===== src/rtl/video_pkg.sv =====
// Shared types and constants for the RGB->luma->threshold video path.
// Mode encoding, BT.601-style luma weights (sum 256) and pipeline latency.
package video_pkg;

    typedef enum logic [1:0] {
        MODE_PASS    = 2'd0,
        MODE_GRAY    = 2'd1,
        MODE_BIN     = 2'd2,
        MODE_BIN_INV = 2'd3
    } mode_e;

    localparam int COEF_R = 77;
    localparam int COEF_G = 150;
    localparam int COEF_B = 29;

    localparam int LAT = 4;

endpackage


===== src/rtl/rgb_luma_pipe.sv =====
// Three-stage RGB->luma pipe (multiply, sum, truncate) with sideband
// and raw RGB delayed by the same three cycles.
module rgb_luma_pipe
    import video_pkg::*;
#(
    parameter int CW = 8
) (
    input  logic            clk,
    input  logic            rst,
    input  logic            i_vsync,
    input  logic            i_clken,
    input  logic            i_valid,
    input  logic [3*CW-1:0] i_rgb,
    output logic            o_vsync,
    output logic            o_clken,
    output logic            o_valid,
    output logic [CW-1:0]   o_luma,
    output logic [3*CW-1:0] o_rgb
);

    localparam int PW = CW + 8;
    localparam int SW = CW + 10;

    logic [CW-1:0]   w_r;
    logic [CW-1:0]   w_g;
    logic [CW-1:0]   w_b;
    logic [PW-1:0]   r_pr;
    logic [PW-1:0]   r_pg;
    logic [PW-1:0]   r_pb;
    logic [SW-1:0]   r_sum;
    logic [CW-1:0]   r_luma;
    logic [2:0]      r_sb  [3];
    logic [3*CW-1:0] r_rgb [3];

    assign w_r = i_rgb[3*CW-1:2*CW];
    assign w_g = i_rgb[2*CW-1:CW];
    assign w_b = i_rgb[CW-1:0];

    // S1 weights, S2 sums, S3 drops the 8 fraction bits (truncation)
    always_ff @(posedge clk) begin
        if (rst) begin
            r_pr   <= '0;
            r_pg   <= '0;
            r_pb   <= '0;
            r_sum  <= '0;
            r_luma <= '0;
        end else begin
            r_pr   <= PW'(w_r) * PW'(COEF_R);
            r_pg   <= PW'(w_g) * PW'(COEF_G);
            r_pb   <= PW'(w_b) * PW'(COEF_B);
            r_sum  <= SW'(r_pr) + SW'(r_pg) + SW'(r_pb);
            r_luma <= r_sum[CW+7:8];
        end
    end

    // Sideband and raw RGB follow the arithmetic stage by stage
    always_ff @(posedge clk) begin
        if (rst) begin
            for (int i = 0; i < 3; i++) begin
                r_sb[i]  <= '0;
                r_rgb[i] <= '0;
            end
        end else begin
            r_sb[0]  <= {i_vsync, i_clken, i_valid};
            r_rgb[0] <= i_rgb;
            for (int i = 1; i < 3; i++) begin
                r_sb[i]  <= r_sb[i-1];
                r_rgb[i] <= r_rgb[i-1];
            end
        end
    end

    assign o_vsync = r_sb[2][2];
    assign o_clken = r_sb[2][1];
    assign o_valid = r_sb[2][0];
    assign o_luma  = r_luma;
    assign o_rgb   = r_rgb[2];

endmodule


===== src/rtl/video_threshold_pipe.sv =====
// RGB passthrough / gray / binary / inverted-binary pixel pipeline, latency 4.
// Define AUTO_THRESH_EN to derive the threshold from the previous frame's mean luma.
module video_threshold_pipe
    import video_pkg::*;
#(
    parameter int CW          = 8,
    parameter int THRESH_INIT = 128,
    parameter int MODE_INIT   = 2,
    parameter int AVG_LOG2    = 16
) (
    input  logic            clk,
    input  logic            rst,
    input  logic            pre_image_vsync,
    input  logic            pre_image_clken,
    input  logic            pre_data_valid,
    input  logic [3*CW-1:0] pre_image_data,
    input  logic [1:0]      cfg_mode,
    input  logic [CW-1:0]   cfg_threshold,
    input  logic            cfg_auto,
    output logic            pos_image_vsync,
    output logic            pos_image_clken,
    output logic            pos_data_valid,
    output logic [3*CW-1:0] pos_image_data,
    output logic [CW-1:0]   stat_threshold
);

    logic            r_vs_d;
    logic            w_start;
    mode_e           r_mode;
    logic [CW-1:0]   r_thr;
    logic [CW-1:0]   w_thr_next;
    logic            w_s3_vs;
    logic            w_s3_ce;
    logic            w_s3_vld;
    logic [CW-1:0]   w_s3_luma;
    logic [3*CW-1:0] w_s3_rgb;
    logic            w_bin;

    rgb_luma_pipe #(
        .CW      (CW)
    ) u_luma (
        .clk     (clk),
        .rst     (rst),
        .i_vsync (pre_image_vsync),
        .i_clken (pre_image_clken),
        .i_valid (pre_data_valid),
        .i_rgb   (pre_image_data),
        .o_vsync (w_s3_vs),
        .o_clken (w_s3_ce),
        .o_valid (w_s3_vld),
        .o_luma  (w_s3_luma),
        .o_rgb   (w_s3_rgb)
    );

    assign w_start = pre_image_vsync & ~r_vs_d;

`ifdef AUTO_THRESH_EN
    localparam int AW   = CW + AVG_LOG2;
    localparam int CNTW = AVG_LOG2 + 1;

    logic [AW-1:0]   r_acc;
    logic [CNTW-1:0] r_cnt;
    logic            w_sat;
    logic            w_acc_en;
    logic [CW-1:0]   w_avg;

    assign w_sat    = r_cnt[AVG_LOG2];
    assign w_acc_en = w_s3_vld & w_s3_ce;
    assign w_avg    = r_acc[AW-1:AVG_LOG2];

    // Short frames under auto keep the old threshold
    assign w_thr_next = cfg_auto ? (w_sat ? w_avg : r_thr)
                                 : cfg_threshold;

    // Luma accumulator; the pixel in the start cycle opens the new frame
    always_ff @(posedge clk) begin
        if (rst) begin
            r_acc <= '0;
            r_cnt <= '0;
        end else if (w_start) begin
            r_acc <= w_acc_en ? AW'(w_s3_luma) : '0;
            r_cnt <= w_acc_en ? CNTW'(1) : '0;
        end else if (w_acc_en && !w_sat) begin
            r_acc <= r_acc + AW'(w_s3_luma);
            r_cnt <= r_cnt + CNTW'(1);
        end
    end
`else
    logic w_unused;

    assign w_unused   = cfg_auto & (AVG_LOG2 != 0);
    assign w_thr_next = cfg_threshold;
`endif

    // Frame-start latch of mode and threshold
    always_ff @(posedge clk) begin
        if (rst) begin
            r_vs_d <= 1'b0;
            r_mode <= mode_e'(2'(MODE_INIT));
            r_thr  <= CW'(THRESH_INIT);
        end else begin
            r_vs_d <= pre_image_vsync;
            if (w_start) begin
                r_mode <= mode_e'(cfg_mode);
                r_thr  <= w_thr_next;
            end
        end
    end

    assign w_bin          = w_s3_luma > r_thr;
    assign stat_threshold = r_thr;

    // S4 output mux and final sideband register
    always_ff @(posedge clk) begin
        if (rst) begin
            pos_image_vsync <= 1'b0;
            pos_image_clken <= 1'b0;
            pos_data_valid  <= 1'b0;
            pos_image_data  <= '0;
        end else begin
            pos_image_vsync <= w_s3_vs;
            pos_image_clken <= w_s3_ce;
            pos_data_valid  <= w_s3_vld;
            unique case (r_mode)
                MODE_PASS:    pos_image_data <= w_s3_rgb;
                MODE_GRAY:    pos_image_data <= {3{w_s3_luma}};
                MODE_BIN:     pos_image_data <= {3*CW{w_bin}};
                MODE_BIN_INV: pos_image_data <= {3*CW{~w_bin}};
                default:      pos_image_data <= '0;
            endcase
        end
    end

endmodule


===== config.mk =====
export PLATFORM = sky130hd
export DESIGN_NAME = video_threshold_pipe
export DESIGN_NICKNAME = d
export VERILOG_FILES = /design/src/rtl/video_pkg.sv /design/src/rtl/rgb_luma_pipe.sv /design/src/rtl/video_threshold_pipe.sv
export SDC_FILE = /design/constraint.sdc
export NUM_CORES = 1
export LEC_CHECK = 0
export ABC_AREA = 1
export BUFFER_PORTS_ARGS = -buffer_cell sky130_fd_sc_hd__buf_2
export CORE_MARGIN = 5
export CORE_UTILIZATION = 50
export CTS_CLUSTER_SIZE = 8
export DETAILED_ROUTE_END_ITERATION = 7
export PLACE_DENSITY = 0.74
export SLEW_MARGIN = 20
export SYNTH_ARGS = -nofsm -noshare
export SYNTH_HDL_FRONTEND = slang
export SYNTH_HIERARCHICAL = 1
export SYNTH_SLANG_ARGS = --single-unit
export TNS_END_PERCENT = 100

===== constraint.sdc =====
create_clock -name clk -period 3.55 [get_ports clk]
set_clock_uncertainty 0.1 [all_clocks]
set_input_delay 0.5325 -clock clk [delete_from_list [all_inputs] [get_ports clk]]
set_output_delay 0.5325 -clock clk [all_outputs]
set_load 0.05 [all_outputs]

==> results of run 1 <==
[cell families after synthesis]
| group | share of synthesized area |
|---|---|
| and+or+nand+nor | 0.206 |
| buffers and inverters | 0.140 |
| DFF | 0.358 |
| adders and majority gates | 0.235 |
| AOI/OAI and AO/OA | 0.0605 |
| xor gates and xnor gates | 0.00181 |
[registers in the layout, indices dropped and copies added (netlist names)]
signal and cells:
stat_threshold 8, u_luma/r_pr 15, pos_image_clken 1, r_vs_d 1, u_luma/r_sb 9, pos_image_data 24
pos_data_valid 1, u_luma/r_pb 13, u_luma/r_sum 8, r_mode 2, u_luma/o_luma 8, pos_image_vsync 1
u_luma/r_pg 15, u_luma/r_rgb 67
[layer usage]
metal	vias to the layer above	track usage	share of wire
met5	-	0	0
met4	0	0.0522	0.021
met3	31	0.0352	0.042
met2	134	0.276	0.47
met1	3112	0.204	0.46
li1	3864	-	-
[stage by stage]
stage                     std cells   util  hold slack, ps  instance area [µm²]  total power, mW
after floorplan                1234      -             288                 9680             4.48
after global placement         1536  0.526             288                10100             5.01
after detailed placement       1536  0.526             293                10100             5.06
after CTS                      1568  0.559             184                10800             7.00
after global routing           1568  0.559             190                10800             7.54
final                          1568  0.559             206                10800             6.94
[area by class of cell]
| type | instances | area (µm²) |
|---|---|---|
| clock buffer | 19 | 443 |
| clock inverter | 13 | 185 |
| fill | 1774 | 8500 |
| inverter | 271 | 1020 |
| multi-input combinational | 742 | 4870 |
| sequential | 173 | 3460 |
| tap | 265 | 332 |
| timing repair buffer | 85 | 458 |
[final timing paths]
check                              to                from  cells past startpoint
setup / recovery      u_luma/r_pr[14]  pre_image_data[20]                     16
hold / removal      u_luma/r_sb[0][1]     pre_image_clken                      3
setup reg to reg     u_luma/r_sum[15]     u_luma/r_pb[12]                      9
hold reg to reg   u_luma/r_rgb[0][33]  u_luma/r_rgb[0][9]                      2
[placed cells by master (no fill, tap or decap), types with 7 or more instances in the layout]
cell type / count
sky130_fd_sc_hd__a21oi_1: 59
sky130_fd_sc_hd__buf_2: 72
sky130_fd_sc_hd__buf_4: 13
sky130_fd_sc_hd__clkbuf_16: 17
sky130_fd_sc_hd__dfxtp_1: 173
sky130_fd_sc_hd__fa_1: 38
sky130_fd_sc_hd__ha_1: 121
sky130_fd_sc_hd__inv_1: 265
sky130_fd_sc_hd__nand2_1: 214
sky130_fd_sc_hd__nand3_1: 38
sky130_fd_sc_hd__nand4_1: 29
sky130_fd_sc_hd__nor2_1: 172
sky130_fd_sc_hd__o21ai_0: 26
sky130_fd_sc_hd__o21ai_1: 7
[power by group through the flow]
stage / sequential [mW] / combinational, mW / clock [mW]
2_1_floorplan: 2.49 / 1.99 / 0
3_3_place_gp: 2.37 / 2.64 / 0
3_5_place_dp: 2.37 / 2.69 / 0
4_1_cts: 2.33 / 2.72 / 1.95
5_1_grt: 2.35 / 3.15 / 2.04
6_report: 2.32 / 2.72 / 1.90
[critical path: stages]
cell                      delay, ps
sky130_fd_sc_hd__buf_2          120
sky130_fd_sc_hd__ha_1           290
sky130_fd_sc_hd__ha_1           280
sky130_fd_sc_hd__inv_1           50
sky130_fd_sc_hd__fa_1           490
sky130_fd_sc_hd__fa_1           510
sky130_fd_sc_hd__inv_1           40
sky130_fd_sc_hd__ha_1           320
sky130_fd_sc_hd__a21oi_1        250
sky130_fd_sc_hd__nor2_1          60
sky130_fd_sc_hd__nor2_1          80
sky130_fd_sc_hd__nand2_1        100
sky130_fd_sc_hd__nand2_1         70
sky130_fd_sc_hd__nand3_1         60
sky130_fd_sc_hd__nand2_1         60
sky130_fd_sc_hd__inv_1           60
==> impl_summary.log, run 1 <==
[metrics] number of synthesized flops with an enable pin: 0
[metrics] Tmin final: approximately 3200 ps
[metrics] total number of placement rows: between 50 and 60
[metrics] initial antenna violation count: 0
[metrics] maximum vdd drop: between 300 and 400 µV
[metrics] fraction of power consumed by the clock network: 0.274
[metrics] total nets after synthesis: approximately 1400
[metrics] remaining global-route overflow: 0
[metrics] final weighted congestion of routability-driven global placement: just under 0.9
[metrics] cell count after synthesis: 1234
[metrics] hold_buf cts: 0
[metrics] first-pass iteration count of the detailed router: 5
[metrics] unique cell type count in the Yosys netlist: 38
[metrics] Max transition margin: 0.345
[metrics] nature of the critical path startpoint: primary input
[metrics] sequential cell fraction of total power: 0.335
[metrics] average wire per standard cell: roughly 11 µm
[metrics] share of flip-flops with an asynchronous set or reset after synthesis: 0
[metrics] total count of max-transition violations in the final report: 0
[metrics] wire length after detailed routing: 17300 µm
[metrics] width of the die: around 150 µm
[metrics] unrepaired setup endpoints after global routing: no
[metrics] Initial Utilization: 0.503
[metrics] synthesized flop and latch total: approximately 170
[metrics] worst skew pair latency: ~420 ps
[metrics] register-to-register setup slack: roughly 1300 ps
[metrics] synth warn: 6
[metrics] Port Buffers: 73
[metrics] number of clock buffers inserted by TritonCTS: 17
[metrics] run status: finished clean
[metrics] most numerous cell in the Yosys netlist: sky130_fd_sc_hd__inv_1
[metrics] largest driver fanout on the critical path: 4
[metrics] required time of the critical path: about 3800 ps
[metrics] setup slack at placement: -70.1 ps
[metrics] number of sinks driven by the clock tree: about 170
[metrics] all-layer global routing usage: 0.162
[metrics] largest area contributor in the synthesized netlist: sky130_fd_sc_hd__dfxtp_1
[metrics] Via-to-Cell Ratio: approximately 4.6
[metrics] slew of the pin with the lowest slew margin: 977 ps
[metrics] number of global-route vias before repair: between 6000 and 7000
[metrics] portion of the clock cycle consumed by the worst path in the final layout: 0.896
[metrics] number of antenna diodes: 0
[metrics] area of the core: around 19000 µm²
[metrics] post-detailed-placement half-perimeter wirelength: around 14000 µm
[metrics] Final nets: roughly 1500
[metrics] Chip Height: 149 µm
[metrics] synth cell count leaders: sky130_fd_sc_hd__inv_1 (266), sky130_fd_sc_hd__nand2_1 (214), sky130_fd_sc_hd__dfxtp_1 (173), sky130_fd_sc_hd__nor2_1 (172), sky130_fd_sc_hd__ha_1 (121)
[metrics] Setup Crit Path Kind: in2reg
[metrics] wire length of the first global-routing pass: about 30000 µm
[metrics] data arrival time of the critical path: about 3400 ps
[metrics] net switching power figure: 2.64 mW
[metrics] clk buf depth: 2
[metrics] final total negative setup slack: 0 ps
[metrics] synthesized cell area: approximately 9700 µm²
[metrics] cells resized by post-CTS repair: 0
[metrics] initial detailed-routing violation count: 430
[metrics] sequential area share after synthesis: 0.358
[metrics] Die ar.: 22300 µm²
[metrics] internal cell power: approximately 4.3 mW
[metrics] top-area cell type share of the netlist area: 0.358
[metrics] final count of hold timing violations: 0
[metrics] Synth Area per Inst: 7.85 µm²
[metrics] proportion of layout cells with a drive suffix above 1: 0.107
[metrics] detailed-route DRC error count: 0
[metrics] Gate power share: 0.392
[metrics] I/O pins: 75
[metrics] Layout Area Growth over Synthesis: 11.2%
[metrics] worst setup margin: ~370 ps
[metrics] leading cell types by total area after synthesis: sky130_fd_sc_hd__dfxtp_1 (36%), sky130_fd_sc_hd__ha_1 (16%), sky130_fd_sc_hd__inv_1 (10%)
[metrics] DRT antenna net count: 0
[metrics] leakage power figure: a little under 6 nW
[metrics] reported max-cap violation count: 0
[metrics] fraction of power spent switching nets: 0.380
[metrics] CTS H-tree lvls: 4
[metrics] pin count of the biggest net entering global routing: 67
[metrics] TritonCTS clock tree: yes
[metrics] Power per Cell Area: approximately 640 nW/µm²
[metrics] clock slew seen by the registers of the worst setup and hold paths: 70 ps
[metrics] category of the worst setup path capture point: register
[metrics] achievable frequency: roughly 310 MHz
[metrics] Hold Path Class: in2reg
[metrics] most used flip-flop cell after synthesis: sky130_fd_sc_hd__dfxtp_1
[metrics] Finish-stage setup viols: 0
[metrics] Vias: ~7100
[metrics] number of buffers added for setup after CTS: 0
[metrics] root buffer selected by CTS: sky130_fd_sc_hd__clkbuf_16
No activity file was read; power rests on OpenSTA's default activity.
==> run 2: changes to the inputs <==
- CELL_PAD_IN_SITES_DETAIL_PLACEMENT: default -> 0
- CELL_PAD_IN_SITES_GLOBAL_PLACEMENT: default -> 1
- CORE_UTILIZATION: 50 -> 45
- PLACE_DENSITY: 0.74 -> 0.86
==> impl_summary.log, run 2 (synthesized netlist as in run 1, its figures left out) <==
[metrics] nature of the critical path startpoint: primary input
[metrics] Chip Height: between 150 and 200 µm
[metrics] Hold Path Class: in2reg
[metrics] leakage power figure: roughly 5.8 nW
[metrics] I/O pins: between 70 and 80
[metrics] width of the die: approximately 160 µm
[metrics] initial detailed-routing violation count: 352
[metrics] sequential cell fraction of total power: 0.336
[metrics] initial antenna violation count: 0
[metrics] cells resized by post-CTS repair: 0
[metrics] wire length of the first global-routing pass: 30800 µm
[metrics] Max transition margin: 0.437
[metrics] data arrival time of the critical path: between 3000 and 4000 ps
[metrics] first-pass iteration count of the detailed router: 4
[metrics] worst skew pair latency: 430 ps
[metrics] largest driver fanout on the critical path: 4
[metrics] number of antenna diodes: 0
[metrics] all-layer global routing usage: 0.154
[metrics] number of buffers added for setup after CTS: 0
[metrics] slew of the pin with the lowest slew margin: approximately 840 ps
[metrics] remaining global-route overflow: 0
[metrics] hold_buf cts: 0
[metrics] worst hold margin: just over 200 ps
[metrics] reported max-cap violation count: 0
[metrics] net switching power figure: 2.67 mW
[metrics] Layout Area Growth over Synthesis: 11.1%
[metrics] total count of max-transition violations in the final report: 0
[metrics] Routed met2 length: between 8000 and 9000 µm
[metrics] area of the core: around 21000 µm²
[metrics] Final Cell Area: 10800 µm²
[metrics] number of global-route vias before repair: ~6600
[metrics] root buffer selected by CTS: sky130_fd_sc_hd__clkbuf_16
[metrics] Power per Cell Area: ~640 nW/µm²
[metrics] Port Buffers: 73
[metrics] post-detailed-placement half-perimeter wirelength: 14300 µm
[metrics] internal cell power: 4.24 mW
[metrics] average wire per standard cell: ~12 µm
[metrics] largest register by flop count: u_luma/r_rgb
[metrics] wire length after detailed routing: 18200 µm
[metrics] total number of placement rows: between 50 and 60
[metrics] final weighted congestion of routability-driven global placement: around 0.86
[metrics] DRT antenna net count: 0
[metrics] detailed-route DRC error count: 0
[metrics] portion of the clock cycle consumed by the worst path in the final layout: 0.881
[metrics] run status: finished clean
[metrics] pin count of the biggest net entering global routing: 67
[metrics] Initial Utilization: 0.459
[metrics] Setup Crit Path Kind: in2reg
[metrics] Tmin final: approximately 3100 ps
[metrics] clk buf depth: 2
[metrics] leading cell type in the layout, fill and taps excluded: sky130_fd_sc_hd__inv_1
[metrics] total placed instance area: ~10000 µm²
[metrics] utilization after layout: 0.510
[metrics] proportion of layout cells with a drive suffix above 1: 0.109
[metrics] clock slew seen by the registers of the worst setup and hold paths: approximately 60 ps
[metrics] required time of the critical path: ~3800 ps
[metrics] leading cell types in the layout, fill and taps excluded: sky130_fd_sc_hd__inv_1 (265), sky130_fd_sc_hd__nand2_1 (214), sky130_fd_sc_hd__dfxtp_1 (173), sky130_fd_sc_hd__nor2_1 (172), sky130_fd_sc_hd__ha_1 (121)
[metrics] category of the worst setup path capture point: register
[metrics] routed length on met3: between 800 and 900 µm
[metrics] worst setup margin: approximately 420 ps
[metrics] slowest cell delay on critical path: about 520 ps
[metrics] number of sinks driven by the clock tree: between 150 and 200
[metrics] Final nets: 1490
[metrics] fraction of power consumed by the clock network: 0.268
[metrics] highest layer used for signal routing: met4
[metrics] unrepaired setup endpoints after global routing: no
[metrics] chain of cells forming the critical path: buf_2 > ha_1 > ha_1 > inv_1 > fa_1 > fa_1 > inv_1 > ha_1 > a21oi_1 > nor2_1 > nor2_1 > nand2_1 > nand2_1 > nand3_1 > nand2_1 > inv_1
[metrics] crit path max-delay cell type: sky130_fd_sc_hd__fa_1
[metrics] Die ar.: approximately 25000 µm²
[metrics] Vias: around 7100
[metrics] Gate power share: 0.396
[metrics] CTS H-tree lvls: 4
[metrics] final count of hold timing violations: 0
[metrics] fraction of power spent switching nets: 0.386
[metrics] Routed met1 length: between 8000 and 9000 µm
[metrics] Total Power Consumption: approximately 6.9 mW
[metrics] maximum vdd drop: 269 µV
[metrics] achievable frequency: between 300 and 400 MHz
[metrics] registers with the highest flip-flop counts: u_luma/r_rgb x67, pos_image_data x24
[metrics] Via-to-Cell Ratio: 4.49
[metrics] number of clock buffers inserted by TritonCTS: 17
[metrics] setup slack at placement: -27.0 ps
[metrics] Finish-stage setup viols: 0
[metrics] TritonCTS clock tree: yes
[metrics] Largest register FFs: between 60 and 70
-- run 2: cell count changes in the layout (fill, tap and decap cells not counted), sizes merged --
cell / delta
inv: +3
buf: +1
bufinv: -1
clkinv: -1
clkinvlp: -1
-- run 2: worst paths after layout --
check	slack, ps	endpoint	startpoint	cells after the start
worst max-delay path	420	u_luma/r_pr[14]	pre_image_data[20]	16
worst min-delay path	210	u_luma/r_sb[0][0]	pre_data_valid	3
worst max register to register	1360	u_luma/r_sum[15]	u_luma/r_pb[11]	9
worst min register to register	290	u_luma/r_rgb[0][42]	u_luma/r_rgb[0][18]	2
-- run 2: per-layer routing --
metal,up-vias,GRT usage
met4,0,0.0529
met1,3071,0.205
met5,-,0
met3,22,0.0313
met2,122,0.251
li1,3870,-
-- run 2: critical path: cells and delay by family --
family	cells	cell delay, ps
adder cells (fa/ha/maj)	5	1890
AND/OR/NAND/NOR	6	430
buffers and inverters	4	250
AO/OA/AOI/OAI	1	230
-- run 2: final cells by class --
cell class / instances / area, µm²
Fill cell: 2039 / 10300
Multi-Input combinational cell: 742 / 4870
Sequential cell: 173 / 3460
Inverter: 271 / 1020
Timing Repair Buffer: 86 / 465
Clock buffer: 19 / 443
Tap cell: 275 / 344
Clock inverter: 13 / 158
-- run 2: stage by stage --
stage	setup TNS, ps	instances
floorplan	0	1234
global placement	-54.8	1547
detailed placement	-57.9	1547
CTS	0	1579
global route	0	1579
finish	0	1579
-- run 2: power by group through the flow --
stage | combinational [mW] | clock, mW | sequential, mW
after floorplan | 1.99 | 0 | 2.49
after global placement | 2.69 | 0 | 2.37
after detailed placement | 2.71 | 0 | 2.38
after CTS | 2.74 | 1.90 | 2.33
after global routing | 3.18 | 2.00 | 2.35
final | 2.73 | 1.85 | 2.32
==> run 3: changes to the inputs <==
- ABC_AREA: 1 -> 0
- CORE_UTILIZATION: 45 -> 47
==> impl_summary.log, run 3 <==
[metrics] Setup Crit Path Kind: in2reg
[metrics] number of antenna diodes: 0
[metrics] critical path buffer and inverter count: 3
[metrics] slowest cell delay on critical path: around 510 ps
[metrics] average wire per standard cell: roughly 13 µm
[metrics] leading cell type in the layout, fill and taps excluded: sky130_fd_sc_hd__dfxtp_1
[metrics] total of fill cells in the finished design: approximately 1700
[metrics] data arrival time of the critical path: roughly 3600 ps
[metrics] Synth Area per Inst: 9.72 µm²
[metrics] number of sinks driven by the clock tree: approximately 170
[metrics] total number of placement rows: 51
[metrics] final total negative setup slack: 0 ps
[metrics] achievable frequency: about 300 MHz
[metrics] utilization after layout: 0.549
[metrics] Chip Height: roughly 150 µm
[metrics] nature of the critical path startpoint: primary input
[metrics] first-pass iteration count of the detailed router: 5
[metrics] maximum vdd drop: between 300 and 400 µV
[metrics] Cells on Worst Hold Path: 2
[metrics] cells resized by post-CTS repair: 0
[metrics] hold_buf cts: 0
[metrics] post-detailed-placement half-perimeter wirelength: approximately 14000 µm
[metrics] Largest register FFs: 67
[metrics] sequential area share after synthesis: 0.372
[metrics] Vias: 6361
[metrics] area of the core: 19500 µm²
[metrics] initial antenna violation count: 0
[metrics] cell count after synthesis: approximately 960
[metrics] largest register by flop count: u_luma/r_rgb
[metrics] run status: finished clean
[metrics] Final nets: approximately 1200
[metrics] Crit. path cell count: 12
[metrics] Via-to-Cell Ratio: just under 5
[metrics] Power per Cell Area: 646 nW/µm²
[metrics] required time of the critical path: ~3800 ps
[metrics] synthesized cell area: 9310 µm²
[metrics] portion of the clock cycle consumed by the worst path in the final layout: 0.947
[metrics] number of synthesized flops with an enable pin: 0
[metrics] TritonCTS clock tree: yes
[metrics] leading cell types in the layout, fill and taps excluded: sky130_fd_sc_hd__dfxtp_1 (173), sky130_fd_sc_hd__ha_1 (120), sky130_fd_sc_hd__inv_1 (103), sky130_fd_sc_hd__nor2b_1 (103), sky130_fd_sc_hd__buf_2 (72)
[metrics] Tmin final: 3360 ps
[metrics] worst skew pair latency: ~420 ps
[metrics] proportion of layout cells with a drive suffix above 1: 0.185
[metrics] final weighted congestion of routability-driven global placement: a little under 0.9
[metrics] number of global-route vias before repair: 6069
[metrics] Port Buffers: 73
[metrics] registers with the highest flip-flop counts: u_luma/r_rgb x67, pos_image_data x24
[metrics] Max transition margin: 0.319
[metrics] most used flip-flop cell after synthesis: sky130_fd_sc_hd__dfxtp_1
[metrics] synth warn: 6
[metrics] DRT antenna net count: 0
[metrics] share of flip-flops with an asynchronous set or reset after synthesis: 0
[metrics] Finish-stage setup viols: 0
[metrics] synthesized flop and latch total: 173
[metrics] number of buffers added for setup after CTS: 0
[metrics] top-area cell type share of the netlist area: 0.372
[metrics] Layout Area Growth over Synthesis: 14.7%
[metrics] category of the worst setup path capture point: register
[metrics] all-layer global routing usage: 0.157
[metrics] unrepaired setup endpoints after global routing: no
[metrics] reported max-cap violation count: 0
[metrics] wire length of the first global-routing pass: 28400 µm
[metrics] leading cell types by total area after synthesis: sky130_fd_sc_hd__dfxtp_1 (37%), sky130_fd_sc_hd__ha_1 (16%), sky130_fd_sc_hd__fa_1 (8.2%)
[metrics] CTS H-tree lvls: 4
[metrics] footprint of the flip-flops and latches: between 3000 and 4000 µm²
[metrics] synth cell count leaders: sky130_fd_sc_hd__dfxtp_1 (173), sky130_fd_sc_hd__ha_1 (121), sky130_fd_sc_hd__inv_1 (103), sky130_fd_sc_hd__nor2b_1 (103), sky130_fd_sc_hd__a21oi_1 (58)
[metrics] Die ar.: approximately 23000 µm²
[metrics] depth of the most critical reg-to-reg path: 9
[metrics] area occupied by multi-input gates: 5160 µm²
[metrics] wire length after detailed routing: about 17000 µm
[metrics] root buffer selected by CTS: sky130_fd_sc_hd__clkbuf_16
[metrics] detailed-route DRC error count: 0
[metrics] final count of hold timing violations: 0
[metrics] Top delay family on crit path: adder cells
[metrics] most numerous cell in the Yosys netlist: sky130_fd_sc_hd__dfxtp_1
[metrics] Initial Utilization: 0.478
[metrics] remaining global-route overflow: 0
[metrics] slew of the pin with the lowest slew margin: slightly above 1000 ps
[metrics] I/O pins: 75
[metrics] Layout Cells excl Fill: roughly 1300
[metrics] clock slew seen by the registers of the worst setup and hold paths: about 70 ps
[metrics] unique cell type count in the Yosys netlist: 68
[metrics] initial detailed-routing violation count: ~240
[metrics] leakage power figure: slightly above 5 nW
[metrics] clk buf depth: 2
[metrics] crit path max-delay cell type: sky130_fd_sc_hd__fa_1
[metrics] number of cells after detailed placement: around 1300
[metrics] pin count of the biggest net entering global routing: 48
[metrics] Hold Path Class: in2reg
[metrics] width of the die: 151 µm
[metrics] chain of cells forming the critical path: buf_2 > ha_1 > ha_1 > inv_1 > fa_1 > fa_1 > inv_1 > ha_4 > a21oi_2 > a21oi_1 > o41ai_2 > mux2_1
[metrics] largest area contributor in the synthesized netlist: sky130_fd_sc_hd__dfxtp_1
[metrics] total count of max-transition violations in the final report: 0
[metrics] largest driver fanout on the critical path: 4
[metrics] number of clock buffers inserted by TritonCTS: 17
[metrics] total nets after synthesis: 1157
[run 3: cell types whose count changed after synthesis, moves of 25 or more]
cell	delta
sky130_fd_sc_hd__inv_1	-163
sky130_fd_sc_hd__nand2_1	-170
sky130_fd_sc_hd__nand3_1	-32
sky130_fd_sc_hd__nand4_1	-25
sky130_fd_sc_hd__nor2_1	-125
sky130_fd_sc_hd__nor2b_1	+103
[run 3: logic make-up (layout without fill, tap and decap cells)]
family | after synthesis | in the layout | share of synthesized area
buffers and inverters | 158 | 259 | 0.0755
muxes | 11 | 11 | 0.0134
and+or+nand+nor | 272 | 272 | 0.162
AOI/OAI and AO/OA | 170 | 170 | 0.119
xor gates and xnor gates | 15 | 15 | 0.0141
DFF | 173 | 173 | 0.372
adders and majority gates | 159 | 159 | 0.244
[run 3: final cells by class]
cell class                      count  share of cell area
Clock buffer                       19              0.0405
Tap cell                          265              0.0310
Timing Repair Buffer              124              0.0703
Clock inverter                     13              0.0145
Multi-Input combinational cell    627               0.483
Inverter                          103              0.0362
Sequential cell                   173               0.324
[run 3: metal layers]
metal	GRT usage	vias up	share of wire
met5	0	-	0
met4	0.0503	0	0.021
met3	0.0379	23	0.037
met2	0.258	101	0.47
met1	0.203	2913	0.47
li1	-	3324	-
[run 3: report_power, final]
group	total (mW)	internal [mW]	switching, mW
clock	1.82	1.05	0.764
sequential	2.33	2.21	0.116
combinational	2.76	1.19	1.57
total	6.90	4.45	2.45
[run 3: worst paths after layout]
check | slack (ps) | endpoint | startpoint
worst max-delay path | 190 | u_luma/r_pr[12] | pre_image_data[20]
worst min-delay path | 210 | stat_threshold[7] | cfg_threshold[7]
worst max register to register | 850 | u_luma/r_sum[15] | u_luma/r_pr[3]
worst min register to register | 330 | u_luma/r_rgb[0][47] | u_luma/r_rgb[0][23]
[run 3: per-stage QoR]
stage | cell area, µm² | setup slack [ps] | power, mW | hold slack (ps)
floorplan | 9330 | 14.8 | 4.44 | 314
global placement | 10100 | -233 | 5.07 | 317
detailed placement | 10100 | -268 | 5.12 | 320
CTS | 10700 | 189 | 6.97 | 192
global route | 10700 | 52.7 | 7.42 | 206
finish | 10700 | 187 | 6.90 | 213
[run 3: worst register-to-register path: stages (launching register included)]
cell and delay [ps]:
sky130_fd_sc_hd__dfxtp_1 320, sky130_fd_sc_hd__inv_1 70, sky130_fd_sc_hd__fa_1 530, sky130_fd_sc_hd__inv_1 40
sky130_fd_sc_hd__ha_1 220, sky130_fd_sc_hd__or3_1 400, sky130_fd_sc_hd__o22ai_2 200, sky130_fd_sc_hd__o21ai_2 140
sky130_fd_sc_hd__a31oi_4 210, sky130_fd_sc_hd__mux2_1 360
